`src/rtl/smart_uart_pkg.sv`:
```
// smart_uart_pkg: opcodes, FSM state type and frame-length constants for the smart-UART command engine
`ifndef SU_CMD_WR_WORD
`define SU_CMD_WR_WORD 8'hA1
`endif
`ifndef SU_CMD_RD_WORD
`define SU_CMD_RD_WORD 8'hA2
`endif
`ifndef SU_CMD_RSP
`define SU_CMD_RSP 8'hA3
`endif
package smart_uart_pkg;
  localparam logic [7:0] OPC_WR = `SU_CMD_WR_WORD;
  localparam logic [7:0] OPC_RD = `SU_CMD_RD_WORD;
  localparam logic [7:0] OPC_RSP = `SU_CMD_RSP;
  localparam int ADDR_BYTES = 4;
  localparam int DATA_BYTES = 4;
  localparam int RSP_BYTES = 5;
  typedef enum logic [2:0] {IDLE, ADDR, WDATA, BUS, RSP} t_su_state;
  function automatic logic is_cmd(input logic [7:0] b);
    return b == OPC_WR || b == OPC_RD;
  endfunction
endpackage

```
`src/rtl/smart_uart_cmd_engine_if.sv`:
```
// smart_uart_cmd_engine_if: UART rx/tx, gateway, bus and event signals of the command engine
interface smart_uart_cmd_engine_if;
  logic [7:0] rx_byte;
  logic rx_valid;
  logic [7:0] tx_byte;
  logic tx_valid;
  logic tx_ready;
  logic [7:0] gw_byte;
  logic gw_valid;
  logic bus_req;
  logic bus_we;
  logic [31:0] bus_addr;
  logic [31:0] bus_wdata;
  logic [31:0] bus_rdata;
  logic bus_ack;
  logic overrun;
  logic cmd_abort;
  logic bus_timeout;
  modport master (
    input rx_byte, rx_valid, tx_ready, bus_rdata, bus_ack,
    output tx_byte, tx_valid, gw_byte, gw_valid, bus_req, bus_we, bus_addr, bus_wdata,
    output overrun, cmd_abort, bus_timeout
  );
  modport slave (
    output rx_byte, rx_valid, tx_ready, bus_rdata, bus_ack,
    input tx_byte, tx_valid, gw_byte, gw_valid, bus_req, bus_we, bus_addr, bus_wdata,
    input overrun, cmd_abort, bus_timeout
  );
endinterface

```
`src/rtl/su_rsp_serializer.sv`:
```
// su_rsp_serializer: emits header plus 32-bit word MSB first over valid/ready, pulsing done on the last handshake
module su_rsp_serializer
  import smart_uart_pkg::*;
(
  input  logic        clk,
  input  logic        rst_n,
  input  logic        i_load,
  input  logic [7:0]  i_hdr,
  input  logic [31:0] i_word,
  input  logic        i_tx_ready,
  output logic [7:0]  o_tx_byte,
  output logic        o_tx_valid,
  output logic        o_done
);
  localparam int SW = RSP_BYTES * 8;
  logic [SW-1:0] r_sh;
  logic r_valid;
  logic [2:0] r_idx;
  logic w_hs;
  assign w_hs = r_valid && i_tx_ready;
  assign o_done = w_hs && r_idx == 3'(RSP_BYTES - 1);
  assign o_tx_byte = r_sh[SW-1 -: 8];
  assign o_tx_valid = r_valid;
  always_ff @(posedge clk) begin
    if (!rst_n) begin
      r_sh <= '0;
      r_valid <= 1'b0;
      r_idx <= '0;
    end else if (i_load) begin
      r_sh <= {i_hdr, i_word};
      r_valid <= 1'b1;
      r_idx <= '0;
    end else if (w_hs) begin
      r_valid <= !o_done;
      r_idx <= r_idx + 3'd1;
      r_sh <= o_done ? r_sh : {r_sh[SW-9:0], 8'h00};
    end
  end
endmodule

```
`src/rtl/smart_uart_cmd_engine.sv`:
```
// smart_uart_cmd_engine: decodes WR_WORD/RD_WORD frames from the UART into bus cycles, returns RSP frames,
// and forwards all other bytes to the character gateway
module smart_uart_cmd_engine
  import smart_uart_pkg::*;
#(
  parameter int          RX_TIMEOUT_CYC  = 1000000,
  parameter int          BUS_TIMEOUT_CYC = 256,
  parameter logic [31:0] BUS_ERR_DATA    = 32'hDEAD_BEEF
) (
  input logic clk,
  input logic rst_n,
  smart_uart_cmd_engine_if.master io_su
);
  localparam int RW = $clog2(RX_TIMEOUT_CYC + 1);
  localparam int BW = $clog2(BUS_TIMEOUT_CYC + 1);
  t_su_state r_state, w_next;
  logic r_wr;
  logic [1:0] r_cnt;
  logic [31:0] r_addr, r_wdata;
  logic [RW-1:0] r_rx_tmr;
  logic [BW-1:0] r_bus_tmr;
  logic r_req, r_gw_valid, r_overrun, r_abort, r_btmo;
  logic [7:0] r_gw_byte;
  logic w_rx, w_in_frame, w_last, w_rx_tmo, w_ack, w_bus_tmo, w_bus_end, w_load, w_done, w_gw;
  logic [31:0] w_rword;
  logic [7:0] w_tx_byte;
  logic w_tx_valid;
  assign w_rx = io_su.rx_valid;
  assign w_in_frame = r_state == ADDR || r_state == WDATA;
  assign w_last = w_rx && r_cnt == (r_state == WDATA ? 2'(DATA_BYTES - 1) : 2'(ADDR_BYTES - 1));
  assign w_rx_tmo = w_in_frame && !w_rx && r_rx_tmr == RW'(RX_TIMEOUT_CYC - 1);
  assign w_ack = r_req && io_su.bus_ack;
  assign w_bus_tmo = r_req && !io_su.bus_ack && r_bus_tmr == BW'(BUS_TIMEOUT_CYC - 1);
  assign w_bus_end = w_ack || w_bus_tmo;
  assign w_load = r_state == BUS && !r_wr && w_bus_end;
  assign w_rword = w_ack ? io_su.bus_rdata : BUS_ERR_DATA;
  assign w_gw = r_state == IDLE && w_rx && !is_cmd(io_su.rx_byte);
  su_rsp_serializer u_rsp (
    .clk        (clk),
    .rst_n      (rst_n),
    .i_load     (w_load),
    .i_hdr      (OPC_RSP),
    .i_word     (w_rword),
    .i_tx_ready (io_su.tx_ready),
    .o_tx_byte  (w_tx_byte),
    .o_tx_valid (w_tx_valid),
    .o_done     (w_done)
  );
  always_ff @(posedge clk) begin
    if (!rst_n) r_state <= IDLE;
    else r_state <= w_next;
  end
  always_comb begin
    w_next = r_state;
    case (r_state)
      IDLE:    w_next = w_rx && is_cmd(io_su.rx_byte) ? ADDR : IDLE;
      ADDR:    w_next = w_rx_tmo ? IDLE : w_last ? (r_wr ? WDATA : BUS) : ADDR;
      WDATA:   w_next = w_rx_tmo ? IDLE : w_last ? BUS : WDATA;
      BUS:     w_next = w_bus_end ? (r_wr ? IDLE : RSP) : BUS;
      RSP:     w_next = w_done ? IDLE : RSP;
      default: w_next = IDLE;
    endcase
  end
  always_ff @(posedge clk) begin
    if (!rst_n) begin
      r_wr <= 1'b0;
      r_cnt <= '0;
      r_addr <= '0;
      r_wdata <= '0;
      r_rx_tmr <= '0;
      r_bus_tmr <= '0;
      r_req <= 1'b0;
      r_gw_valid <= 1'b0;
      r_gw_byte <= '0;
      r_overrun <= 1'b0;
      r_abort <= 1'b0;
      r_btmo <= 1'b0;
    end else begin
      if (r_state == IDLE && w_rx) r_wr <= io_su.rx_byte == OPC_WR;
      if (r_state == ADDR && w_rx) r_addr <= {r_addr[23:0], io_su.rx_byte};
      if (r_state == WDATA && w_rx) r_wdata <= {r_wdata[23:0], io_su.rx_byte};
      if (w_gw) r_gw_byte <= io_su.rx_byte;
      r_cnt <= w_in_frame && w_rx ? r_cnt + 2'd1 : w_in_frame ? r_cnt : 2'd0;
      // counts silent cycles only; any received byte restarts the inter-byte window
      r_rx_tmr <= w_in_frame && !w_rx ? r_rx_tmr + 1'b1 : '0;
      r_req <= w_in_frame && w_next == BUS ? 1'b1 : w_bus_end ? 1'b0 : r_req;
      r_bus_tmr <= r_req && !w_bus_end ? r_bus_tmr + 1'b1 : '0;
      r_gw_valid <= w_gw;
      r_overrun <= w_rx && (r_state == BUS || r_state == RSP);
      r_abort <= w_rx_tmo;
      r_btmo <= w_bus_tmo;
    end
  end
  always_comb begin
    io_su.tx_byte = w_tx_byte;
    io_su.tx_valid = w_tx_valid;
    io_su.gw_byte = r_gw_byte;
    io_su.gw_valid = r_gw_valid;
    io_su.bus_req = r_req;
    io_su.bus_we = r_req && r_wr;
    io_su.bus_addr = r_addr;
    io_su.bus_wdata = r_wdata;
    io_su.overrun = r_overrun;
    io_su.cmd_abort = r_abort;
    io_su.bus_timeout = r_btmo;
  end
endmodule

```
`src/flat_wrapper.sv`:
```
// flat-port wrapper written by rule: the top's interface ports become plain ports
module smart_uart_cmd_engine_flat import smart_uart_pkg::*;
#(
  parameter int          RX_TIMEOUT_CYC  = 1000000,
  parameter int          BUS_TIMEOUT_CYC = 256,
  parameter logic [31:0] BUS_ERR_DATA    = 32'hDEAD_BEEF
)
  (clk, rst_n, io_su_rx_byte, io_su_rx_valid, io_su_tx_ready, io_su_bus_rdata, io_su_bus_ack, io_su_tx_byte, io_su_tx_valid, io_su_gw_byte, io_su_gw_valid, io_su_bus_req, io_su_bus_we, io_su_bus_addr, io_su_bus_wdata, io_su_overrun, io_su_cmd_abort, io_su_bus_timeout);
  smart_uart_cmd_engine_if io_su_i ();
  input logic clk;
  input logic rst_n;
  input wire logic [$bits(io_su_i.rx_byte)-1:0] io_su_rx_byte;
  input wire logic [$bits(io_su_i.rx_valid)-1:0] io_su_rx_valid;
  input wire logic [$bits(io_su_i.tx_ready)-1:0] io_su_tx_ready;
  input wire logic [$bits(io_su_i.bus_rdata)-1:0] io_su_bus_rdata;
  input wire logic [$bits(io_su_i.bus_ack)-1:0] io_su_bus_ack;
  output wire logic [$bits(io_su_i.tx_byte)-1:0] io_su_tx_byte;
  output wire logic [$bits(io_su_i.tx_valid)-1:0] io_su_tx_valid;
  output wire logic [$bits(io_su_i.gw_byte)-1:0] io_su_gw_byte;
  output wire logic [$bits(io_su_i.gw_valid)-1:0] io_su_gw_valid;
  output wire logic [$bits(io_su_i.bus_req)-1:0] io_su_bus_req;
  output wire logic [$bits(io_su_i.bus_we)-1:0] io_su_bus_we;
  output wire logic [$bits(io_su_i.bus_addr)-1:0] io_su_bus_addr;
  output wire logic [$bits(io_su_i.bus_wdata)-1:0] io_su_bus_wdata;
  output wire logic [$bits(io_su_i.overrun)-1:0] io_su_overrun;
  output wire logic [$bits(io_su_i.cmd_abort)-1:0] io_su_cmd_abort;
  output wire logic [$bits(io_su_i.bus_timeout)-1:0] io_su_bus_timeout;
  assign io_su_i.rx_byte = io_su_rx_byte;
  assign io_su_i.rx_valid = io_su_rx_valid;
  assign io_su_i.tx_ready = io_su_tx_ready;
  assign io_su_i.bus_rdata = io_su_bus_rdata;
  assign io_su_i.bus_ack = io_su_bus_ack;
  assign io_su_tx_byte = io_su_i.tx_byte;
  assign io_su_tx_valid = io_su_i.tx_valid;
  assign io_su_gw_byte = io_su_i.gw_byte;
  assign io_su_gw_valid = io_su_i.gw_valid;
  assign io_su_bus_req = io_su_i.bus_req;
  assign io_su_bus_we = io_su_i.bus_we;
  assign io_su_bus_addr = io_su_i.bus_addr;
  assign io_su_bus_wdata = io_su_i.bus_wdata;
  assign io_su_overrun = io_su_i.overrun;
  assign io_su_cmd_abort = io_su_i.cmd_abort;
  assign io_su_bus_timeout = io_su_i.bus_timeout;
  smart_uart_cmd_engine #(.RX_TIMEOUT_CYC(RX_TIMEOUT_CYC), .BUS_TIMEOUT_CYC(BUS_TIMEOUT_CYC), .BUS_ERR_DATA(BUS_ERR_DATA)) u_core (.clk(clk), .rst_n(rst_n), .io_su(io_su_i));
endmodule
```
`config.mk`:
```
export PLATFORM = sky130hd
export DESIGN_NAME = smart_uart_cmd_engine_flat
export DESIGN_NICKNAME = d
export VERILOG_FILES = /design/src/rtl/smart_uart_pkg.sv /design/src/rtl/smart_uart_cmd_engine_if.sv /design/src/rtl/su_rsp_serializer.sv /design/src/rtl/smart_uart_cmd_engine.sv /design/src/flat_wrapper.sv
export SDC_FILE = /design/constraint.sdc
export NUM_CORES = 1
export LEC_CHECK = 0
export ABC_AREA = 0
export CAP_MARGIN = 20
export CORE_ASPECT_RATIO = 0.7
export CORE_UTILIZATION = 30
export CTS_CLUSTER_SIZE = 24
export DETAILED_ROUTE_END_ITERATION = 16
export PLACE_DENSITY = 0.6
export SKIP_LAST_GASP = 1
export SLEW_MARGIN = 20
export SYNTH_ARGS = -nofsm -noshare
export SYNTH_HDL_FRONTEND = slang
export SYNTH_HIERARCHICAL = 1
export SYNTH_SLANG_ARGS = --single-unit
```
`constraint.sdc`:
```
create_clock -name clk -period 2 [get_ports clk]
set_input_delay 0.3 -clock clk [delete_from_list [all_inputs] [get_ports clk]]
set_output_delay 0.3 -clock clk [all_outputs]
set_load 0.01 [all_outputs]
```
==> qor.yml, run 1 <==
run_status:
  outcome: "finished, final reports clean"
synth:
  synth_common_cells: "nand2_1, dfxtp_1, a21oi_1, nor2_1"
  ys_seq_area_share_pct: 46.67
  netlist_area_mm2: 0.006691
  async_flop_share_pct: 0
  synth.distinct_cells: 48
  synth_edf_count: 0
  syn_inst: 816
  synth_most_common_cell: "nand2_1"
  syn_avg_cell_area_um2: 8.200
  synth_top_family_by_area: "simple AND/OR/NAND/NOR gates"
  synth-xor-area-share_pct: 2.749
  synth_warnings: 6
  yosys.area_share.simple_pct: 26.22
  synth_compound_area_share_pct: 15.54
  synth_top_area_share_pct: 46.67
  synthMuxAreaShare_pct: 1.346
  synth-seq-cells: 156
  synth_fa_ha_area_share_pct: 1.122
  ys.flop_type: "dfxtp_1"
  yosys-top-cells-area: "dfxtp_1, nand2_1, a21oi_1"
  synth_top_area_cell: "dfxtp_1"
timing:
  slew_headroom_pct: 46.21
  period_share_pct: 95.32
  finalHoldViolCount: 0
  rsz0062_at_grt: "true"
  fin_crit_ns: 1.906
  setup_viol: 0
  fmax_ghz: 0.5245
  maxSlewViolCount: 0
  finalSetupTns_ns: 0
  finClkSkew_ns: 0.01252
  worstMarginPinSlew_ns: 0.8068
clocking:
  htree_levels: 4
  worstSkewPairLatency_ns: 0.42
  cts_tree: "yes"
  clock-root-buffer: "clkbuf_16"
  clk_pin_slew_worst_paths_ns: 0.06
  postCtsHoldBufs: 0
  cts_buffers: 17
  cts_num_sinks: 156
  clk_path_buf_depth: 2
detailed_routing:
  first_iter_violations: 399
  drcViolationCount: 0
  wl_mm: 17.99
  drtAntennaViolNets: 0
  first_pass_iters: 4
  via_per_inst: 4.792
  wl_per_cell_um: 14.42
  vias: 5980
floorplanning:
  ios: 132
  initial_utilization_pct: 30.71
  core_area_mm2: 0.02179
  chipWidth_um: 180.5
  die_h_um: 127.0
  dieArea_mm2: 0.02292
  fp-row-count: 45
global_routing:
  antenna_found_initial: 1
  track_usage_pct: 16.10
  grt_overflow: 0
  grt_max_degree: 74
  grt_first_pass_wirelength_mm: 29.45
  grt_pass1_vias: 5582
worst_hold_path:
  whs_path_depth: 1
  hp-class: "flip-flop to flip-flop"
  worst_hold_path.endpoint: "u_core/r_rx_tmr[0]"
  holdCritStartpoint: "u_core/r_rx_tmr[0]"
critical_path:
  r2r-start: "u_core/r_bus_tmr[6]"
  required_ns: 1.70
  startpoint_type: "flip-flop"
  r2r_cells: 11
  ff2ff_setup_slack_ns: 0.10
  arrival_ns: 1.61
  worstSetupEndpointType: "output port"
  crit_fanout: 8
  r2r_end: "u_core/u_rsp/r_sh[24]"
  path_class: "flip-flop to output port"
power:
  p_per_area_mw_per_mm2: 720.0
  leakagePower_nw: 3.050
  peakVddDrop_v: 0.0005787
finish:
  fin_nets: 1003
  drive_gt1_share_pct: 12.76
  final_util_pct: 42.07
  areaGrowthSynthToFinish_pct: 37.00
  nFillCells: 2182
place:
  globalplace.congestion: 0.7961
  hpwlAfterDp_mm: 12.06
  port_buffers: 131
job:
  max_cap_violations: 0
[cell type report]
cell class,instances,area (µm²),share of cell area [%]
clock buffers,18,439.2,4.790
clock inverters,13,141.4,1.542
multi-input cells,584,3212,35.03
diodes,2,5.005,0.05459
inverters,10,37.54,0.4094
well taps,282,352.8,3.849
flip-flops and latches,156,3129,34.13
repair buffers,183,1851,20.19
[where the power goes]
group	total, W	internal [W]	switching, W
sequential	0.00312	0.00312	0.00000612
combinational	0.000269	0.000148	0.000121
clock	0.00321	0.00187	0.00134
total	0.00660	0.00513	0.00147
[registers in the layout, summed over array words and instances (netlist names)]
signal / cells
u_core/io_su.bus_req: 1
u_core/u_rsp/r_sh: 40
u_core/r_bus_tmr: 9
u_core/io_su.gw_valid: 1
u_core/u_rsp/r_idx: 3
u_core/io_su.cmd_abort: 1
u_core/io_su.overrun: 1
u_core/u_rsp/o_tx_valid: 1
u_core/io_su.bus_addr: 32
u_core/r_rx_tmr: 20
u_core/r_wr: 1
u_core/io_su.bus_wdata: 32
u_core/io_su.bus_timeout: 1
u_core/r_cnt: 2
u_core/r_state: 3
u_core/io_su.gw_byte: 8
[metrics by stage]
step                hold slack (ns)  area, µm²  total power (W)  std cells  worst slack, ns
floorplan                    0.4129       6714         0.003281        822          0.01071
global placement             0.4241       8511         0.003459       1214         -0.03517
detailed placement           0.4382       8511         0.003459       1214         -0.07595
CTS                          0.4466       9128         0.006683       1246         0.006235
global route                 0.4682       9163         0.006850       1246         -0.06415
finish                       0.4437       9168         0.006601       1248          0.09356
[worst max path at each step]
stage	startpoint	to	cells after the start
2_1_floorplan	u_core/r_bus_tmr[0]	u_core/u_rsp/r_sh[10]	10
3_3_place_gp	u_core/r_bus_tmr[0]	u_core/u_rsp/r_sh[20]	10
3_5_place_dp	io_su_rx_valid	u_core/io_su.gw_byte[5]	6
4_1_cts	u_core/r_bus_tmr[0]	u_core/u_rsp/r_sh[16]	11
5_1_grt	u_core/r_bus_tmr[6]	u_core/u_rsp/r_sh[24]	10
6_report	u_core/io_su.bus_req	io_su_bus_we	2
[critical path, cell delays in order, from the launching register on]
cell	delay, ns
dfxtp_1	0.49
and2_1	0.17
clkdlybuf4s50_1	0.52
[cells in the final DEF, fill, tap and decap left out, types with 20 or more instances in the layout]
| cell | instances |
|---|---|
| a211oi_1 | 32 |
| clkdlybuf4s50_1 | 131 |
| buf_4 | 40 |
| nor2_1 | 68 |
| or2_2 | 20 |
| nand2_1 | 156 |
| a21oi_1 | 78 |
| o21ai_1 | 20 |
| dfxtp_1 | 151 |
| nor4_1 | 33 |
[metal layers]
| metal | up-vias | global-route usage [%] | part of all wire (%) |
|---|---|---|---|
| li1 | 3073 | - | - |
| met2 | 112 | 23.26 | 42 |
| met4 | 0 | 3.972 | 1.1 |
| met3 | 13 | 4.709 | 4.4 |
| met5 | - | 0 | 0 |
| met1 | 2782 | 23.20 | 53 |
[what timing repair did]
item / in CTS / in global routing
pin swaps: 1 / 4
setup endpoints to repair: 2 / 43
setup buffers: 0 / 0
gates resized for setup: 2 / 36
gates cloned: 1 / 0
[kinds of logic after synthesis]
| group | count (synthesis) |
|---|---|
| fa+ha+maj | 6 |
| other cells | 2 |
| mux | 9 |
| compound gates | 177 |
| xor+xnor | 21 |
| buf+inv | 82 |
| simple gates | 363 |
| flops | 156 |
Note: power is estimated with default switching activity, not from simulation.
==> run 2, diff against run 1 <==
- REMOVE_ABC_BUFFERS: unset -> 1
- clock period: 2 -> 1.6 ns (I/O delays scaled with it)
==> run 2 against run 1 <==
Net effect: utilization rose by 4.0 points; clock power rose by 20%; highest routed layer unchanged; the flow now finishes with violations (setup timing); worst hold slack got worse by 0.031 ns; sequential share of layout area fell by 2.8 points; register-to-register slack got worse by 0.47 ns; global-route usage fell by 0.11 points.
==> qor.yml, run 2 (synthesized netlist as in run 1, its figures left out) <==
run_status:
  outcome: "finished, violations left"
  violations: "setup timing"
power:
  p_comb_share_pct: 4.6  # +0.5 points
  netSwitchingFraction_pct: 23.12  # +0.92 points
  p_total_w: 0.008129  # +23%
  p_int_w: 0.006250  # +22%
  p_per_area_mw_per_mm2: 809.7  # +12%
  pwr-share-seq_pct: 47.9  # +0.6 points
  switching_power_w: 0.001880  # +28%
  power_frac_clock_pct: 47.5  # -1.1 points
  leakagePower_nw: 4.064  # +33%
  peakVddDrop_v: 0.0008067  # +39%
place:
  hpwlAfterDp_mm: 12.00  # -0.56%
  port_buffers: 131  # unchanged
  globalplace.congestion: 0.7934  # -0.34%
  placed_area_mm2: 0.008696  # +2.2%
timing:
  setup_slack_ns: -0.3683  # -0.4618 ns
  finalSetupTns_ns: -12.89  # -12.89 ns
  fmax_ghz: 0.5081
  setup_viol: 52  # +52
  period_share_pct: 123.0
  fin_crit_ns: 1.968
  maxSlewViolCount: 0  # unchanged
  finClkSkew_ns: 0.01479  # +0.002273 ns
  finalHoldViolCount: 0  # unchanged
  rsz0062_at_grt: "true"
job:
  max_cap_violations: 0  # unchanged
detailed_routing:
  vias: 6165  # +3.1%
  first_pass_iters: 5  # +1
  first_iter_violations: 425  # +6.5%
  via_per_inst: 4.794  # about the same
  drtAntennaViolNets: 0  # unchanged
  wl_mm: 19.04  # +5.8%
  drcViolationCount: 0  # unchanged
  wl_per_cell_um: 14.80  # +2.7%
finish:
  antenna_cells: 0  # -2
  fin_nets: 1042  # +3.9%
  final_cell_area_mm2: 0.01004  # +9.5%
  final_common_cell: "nand2_1"
  regArea_mm2: 0.003146  # +0.52%
  multi_input_area_mm2: 0.003561  # +11%
  final_cell_mix: "nand2_1, dfxtp_1, clkdlybuf4s50_1, a21oi_1, nor2_1"
  areaGrowthSynthToFinish_pct: 50.04
  nFillCells: 2085  # -4.4%
  largest_reg_flops: 40  # unchanged
  regMostFlops: "u_core/u_rsp/r_sh"
  drive_gt1_share_pct: 22.01  # +9.3 points
critical_path:
  path_class: "flip-flop to flip-flop"
  worstSetupEndpointType: "flip-flop"
  path_common_cell: "ha_4"
  crit_slowest_cell: "nor4_1"
  slowest_delay_ns: 0.34  # -0.18 ns
  ff2ff_setup_slack_ns: -0.37  # -0.47 ns
  crit_fanout: 5  # -3
  startpoint_type: "flip-flop"
  required_ns: 1.90  # +0.20 ns
  r2r_cells: 11  # unchanged
  path_buf_inv: 3  # +2
  crit_chain: "ha_4 > nand3_4 > nor2_4 > ha_4 > o21ai_4 > nor3_4 > buf_4 > buf_8 > clkbuf_16 > nor4_1 > a211oi_2"
  cpLargestDelayFamily: "simple AND/OR/NAND/NOR gates"
  crit_cells: 11  # +9
  arrival_ns: 2.27  # +0.66 ns
floorplanning:
  fp-row-count: 45  # unchanged
  chipWidth_um: 180.5  # unchanged
  core_area_mm2: 0.02179  # unchanged
  die_h_um: 127.0  # unchanged
  ios: 132  # unchanged
  dieArea_mm2: 0.02292  # unchanged
  initial_utilization_pct: 30.71  # unchanged
global_routing:
  antenna_found_initial: 0  # -1
  track_usage_pct: 15.98  # -0.11 points
  grt_overflow: 0  # unchanged
  grt_pass1_vias: 5563  # -0.34%
  grt_max_degree: 74  # unchanged
  grt_first_pass_wirelength_mm: 29.74  # +0.98%
clocking:
  worstSkewPairLatency_ns: 0.43  # about the same
  clk_pin_slew_worst_paths_ns: 0.07  # about the same
  htree_levels: 4  # unchanged
  postCtsHoldBufs: 0  # unchanged
  clk_path_buf_depth: 2  # unchanged
  cts_num_sinks: 156  # unchanged
  clock-root-buffer: "clkbuf_16"
  cts_tree: "yes"
  cts_buffers: 17  # unchanged
worst_hold_path:
  whs_path_depth: 1  # unchanged
  hp-class: "flip-flop to flip-flop"
==> run 2: changes by cell type in the layout (fill, tap and decap cells not counted), moves of 11 or more <==
cell,delta
clkdlybuf4s50_1,-53
dlymetal6s2s_1,+32
buf_4,+23
dlygate4sd2_1,+20
o21ai_2,+19
o21ai_1,-15
nor4_1,-11
==> run 2: worst reg2reg max path, delay by kind of cell, from the launching register on <==
| kind | cells | cell delay (ns) |
|---|---|---|
| fa+ha+maj | 2 | 0.33 |
| simple gates | 4 | 0.54 |
| compound gates | 2 | 0.23 |
| flops | 1 | 0.33 |
| buf+inv | 3 | 0.44 |
==> run 2: routing by layer <==
layer | vias to the layer above | track usage (%) | part of all wire [%]
met5 | - | 0 | 0
met4 | 0 | 5.430 | 1.1
met3 | 22 | 2.929 | 3.5
met2 | 136 | 22.98 | 44
met1 | 2851 | 23.69 | 51
li1 | 3156 | - | -
==> run 2: area by class of cell <==
class	instances	area share [%]
flip-flops and latches	156	31.33
clock inverters	12	1.147
multi-input cells	584	35.47
clock buffers	20	4.349
inverters	10	0.4985
well taps	282	3.514
repair buffers	222	23.69
==> run 2: timing repair <==
| item | CTS | global route |
|---|---|---|
| setup buffers | 5 | 4 |
| resized for setup | 102 | 99 |
| gates cloned | 2 | 8 |
| endpoints found under the setup margin | 83 | 100 |
| pin swaps | 10 | 21 |
==> run 2: stage by stage <==
stage          hold WS, ns  instances  util (%)  setup WS (ns)
2_1_floorplan       0.3561        750         -         -5.673
3_3_place_gp        0.4280       1237     39.91        -0.3490
3_5_place_dp        0.4313       1237     39.91        -0.4294
4_1_cts             0.4414       1275     43.78        -0.2461
5_1_grt             0.4268       1286     46.08        -0.4005
6_report            0.4130       1286     46.08        -0.3683
==> run 2: final timing paths <==
check,from,end
worst max register to register,u_core/r_bus_tmr[1],u_core/u_rsp/r_sh[11]
worst max-delay path,u_core/r_bus_tmr[1],u_core/u_rsp/r_sh[11]
worst min-delay path,u_core/r_rx_tmr[0],u_core/r_rx_tmr[0]
worst min register to register,u_core/r_rx_tmr[0],u_core/r_rx_tmr[0]
==> run 2: power groups by stage <==
stage               clock [W]  combinational, W  sequential [W]
floorplan                   0         0.0000843         0.00400
global placement            0          0.000335         0.00399
detailed placement          0          0.000335         0.00399
CTS                   0.00396          0.000356         0.00390
global route          0.00414          0.000395         0.00390
finish                0.00386          0.000370         0.00390
==> run 3, diff against run 2 <==
- CORE_MARGIN: unset -> 1.5
- PLACE_DENSITY: 0.6 -> 0.58
- clock period: 1.6 -> 2.4 ns (I/O delays scaled with it)
==> run 3 against run 2 <==
Net effect: the run now ends clean; maximum frequency down 9.8%; non-clock buffer count down 68; global-route usage down 0.94 points; setup slack better by 0.59 ns; sequential cell count unchanged; critical path depth down 1; largest power group is now the clock network.
==> qor.yml, run 3 (synthesized netlist as in run 1, its figures left out) <==
run_status:
  outcome: "finished, final reports clean"
power:
  netSwitchingFraction_pct: 21.29  # -1.8 points
  p_per_area_mw_per_mm2: 640.6  # -21%
  p_int_w: 0.004488  # -28%
  peakVddDrop_v: 0.0004436  # -45%
  power_frac_clock_pct: 50.8  # +3.3 points
  p_comb_share_pct: 3.5  # -1.1 points
  leakagePower_nw: 2.902  # -29%
  pwr-share-seq_pct: 45.6  # -2.3 points
  switching_power_w: 0.001214  # -35%
timing:
  fin_crit_ns: 2.182  # +0.2137 ns
  setup_viol: 0  # -100%
  finClkSkew_ns: 0.008872  # -0.005922 ns
  period_share_pct: 90.92  # -32 points
  setup_slack_ns: 0.2180  # +0.5863 ns
  finalHoldViolCount: 0  # unchanged
  slew_headroom_pct: 46.46
  fmax_ghz: 0.4583  # -9.8%
  maxSlewViolCount: 0  # unchanged
  worstMarginPinSlew_ns: 0.8031
clocking:
  htree_levels: 4  # unchanged
  cts_buffers: 17  # unchanged
  clk_pin_slew_worst_paths_ns: 0.06  # about the same
  cts_num_sinks: 156  # unchanged
  worstSkewPairLatency_ns: 0.42  # about the same
  clock-root-buffer: "clkbuf_16"
  clk_path_buf_depth: 2  # unchanged
  cts_tree: "yes"
  postCtsHoldBufs: 0  # unchanged
floorplanning:
  ios: 132  # unchanged
  dieArea_mm2: 0.02322  # +1.3%
  initial_utilization_pct: 30.71  # unchanged
  die_h_um: 128.0  # +0.79%
  fp-row-count: 45  # unchanged
  chipWidth_um: 181.5  # +0.55%
  core_area_mm2: 0.02179  # unchanged
global_routing:
  grt_first_pass_wirelength_mm: 28.15  # -5.4%
  grt_max_degree: 74  # unchanged
  grt_overflow: 0  # unchanged
  grt_pass1_vias: 5342  # -4.0%
  track_usage_pct: 15.04  # -0.94 points
  antenna_found_initial: 1  # +1
detailed_routing:
  via_per_inst: 4.815  # +0.45%
  vias: 5870  # -4.8%
  drcViolationCount: 0  # unchanged
  wl_per_cell_um: 14.27  # -3.6%
  first_iter_violations: 441  # +3.8%
  drtAntennaViolNets: 0  # unchanged
  first_pass_iters: 5  # unchanged
  wl_mm: 17.39  # -8.6%
critical_path:
  worstSetupEndpointType: "flip-flop"
  crit_fanout: 43  # +38
  path_class: "flip-flop to flip-flop"
  required_ns: 2.69  # +0.79 ns
  arrival_ns: 2.47  # +0.20 ns
  startpoint_type: "flip-flop"
place:
  port_buffers: 131  # unchanged
  pre_cts_ws_ns: 0.09307  # +0.5224 ns
  hpwlAfterDp_mm: 11.27  # -6.0%
  dp_cells: 1184  # -4.3%
  placed_area_mm2: 0.008223  # -5.4%
  globalplace.congestion: 0.7720  # -2.7%
worst_hold_path:
  hp-class: "flip-flop to flip-flop"
job:
  max_cap_violations: 0  # unchanged
finish:
  final_cell_mix: "nand2_1, dfxtp_1, clkdlybuf4s50_1, a21oi_1, nor2_1"
  finalNonFillerCells: 1219  # -5.2%
  largest_reg_flops: 40  # unchanged
  regMostFlops: "u_core/u_rsp/r_sh"
  fin_nets: 974  # -6.5%
  final_util_pct: 40.85  # -5.2 points
  final_cell_area_mm2: 0.008901  # -11%
  final_common_cell: "nand2_1"
  drive_gt1_share_pct: 8.440  # -14 points
  areaGrowthSynthToFinish_pct: 33.02
[run 3: changes by cell type in the layout (fill, tap and decap cells not counted), sizes merged, moves of 6 or more]
| cell | change |
|---|---|
| buf | -62 |
| clkdlybuf4s50 | +53 |
| dlymetal6s2s | -32 |
| dlygate4sd2 | -20 |
| clkbuf | -6 |
[run 3: per-layer routing]
layer  GRT usage (%)  vias up  routed length [µm]
met4           4.363        0                 223
met3           3.892       17                 956
met1           21.90     2675                8738
li1                -     3016                   -
met2           21.67      162                7472
met5               0        -                   0
[run 3: worst paths after layout]
path,start,to,slack [ns],cells past startpoint
worst max-delay path,u_core/r_bus_tmr[0],u_core/u_rsp/r_sh[8],0.22,10
worst min-delay path,u_core/r_rx_tmr[0],u_core/r_rx_tmr[0],0.45,1
worst max register to register,u_core/r_bus_tmr[0],u_core/u_rsp/r_sh[8],0.22,10
worst min register to register,u_core/r_rx_tmr[0],u_core/r_rx_tmr[0],0.45,1
[run 3: area by class of cell]
type                    instances  area (µm²)
clock buffers                  20       446.7
diodes                          1       2.502
clock inverters                12       186.4
flip-flops and latches        156        3123
inverters                      10       37.54
multi-input cells             584        3188
repair buffers                154        1564
fillers                      2193       12890
well taps                     282       352.8
[run 3: through the flow]
| step | hold WS, ns | setup TNS (ns) | power [W] |
|---|---|---|---|
| 6_report | 0.4490 | 0 | 0.005702 |
| 5_1_grt | 0.4753 | -0.007160 | 0.005909 |
| 4_1_cts | 0.4481 | 0 | 0.005781 |
| 3_5_place_dp | 0.4303 | 0 | 0.002863 |
| 3_3_place_gp | 0.4245 | 0 | 0.002865 |
| 2_1_floorplan | 0.4129 | -204.90 | 0.002721 |
[run 3: power by group through the flow]
stage,clock [W],sequential (W),combinational (W)
after CTS,0.00298,0.00260,0.000204
after global routing,0.00309,0.00260,0.000220
after global placement,0,0.00266,0.000205
after floorplan,0,0.00266,0.0000562
after detailed placement,0,0.00266,0.000203
final,0.00290,0.00260,0.000201
[run 3: what timing repair did]
item,CTS,global route
setup endpoints to repair,0,33
setup buffers,0,1
resized for setup,0,2
[run 3: worst max-delay path, cell delays in order, from the launching register on]
cell      delay, ns
dfxtp_1        0.32
ha_1           0.22
nand3_1        0.14
nor2_1         0.07
ha_1           0.21
o21ai_2        0.24
nor3_4         0.07
buf_12         0.16
buf_12         0.17
nor4_1         0.35
a211oi_1       0.08
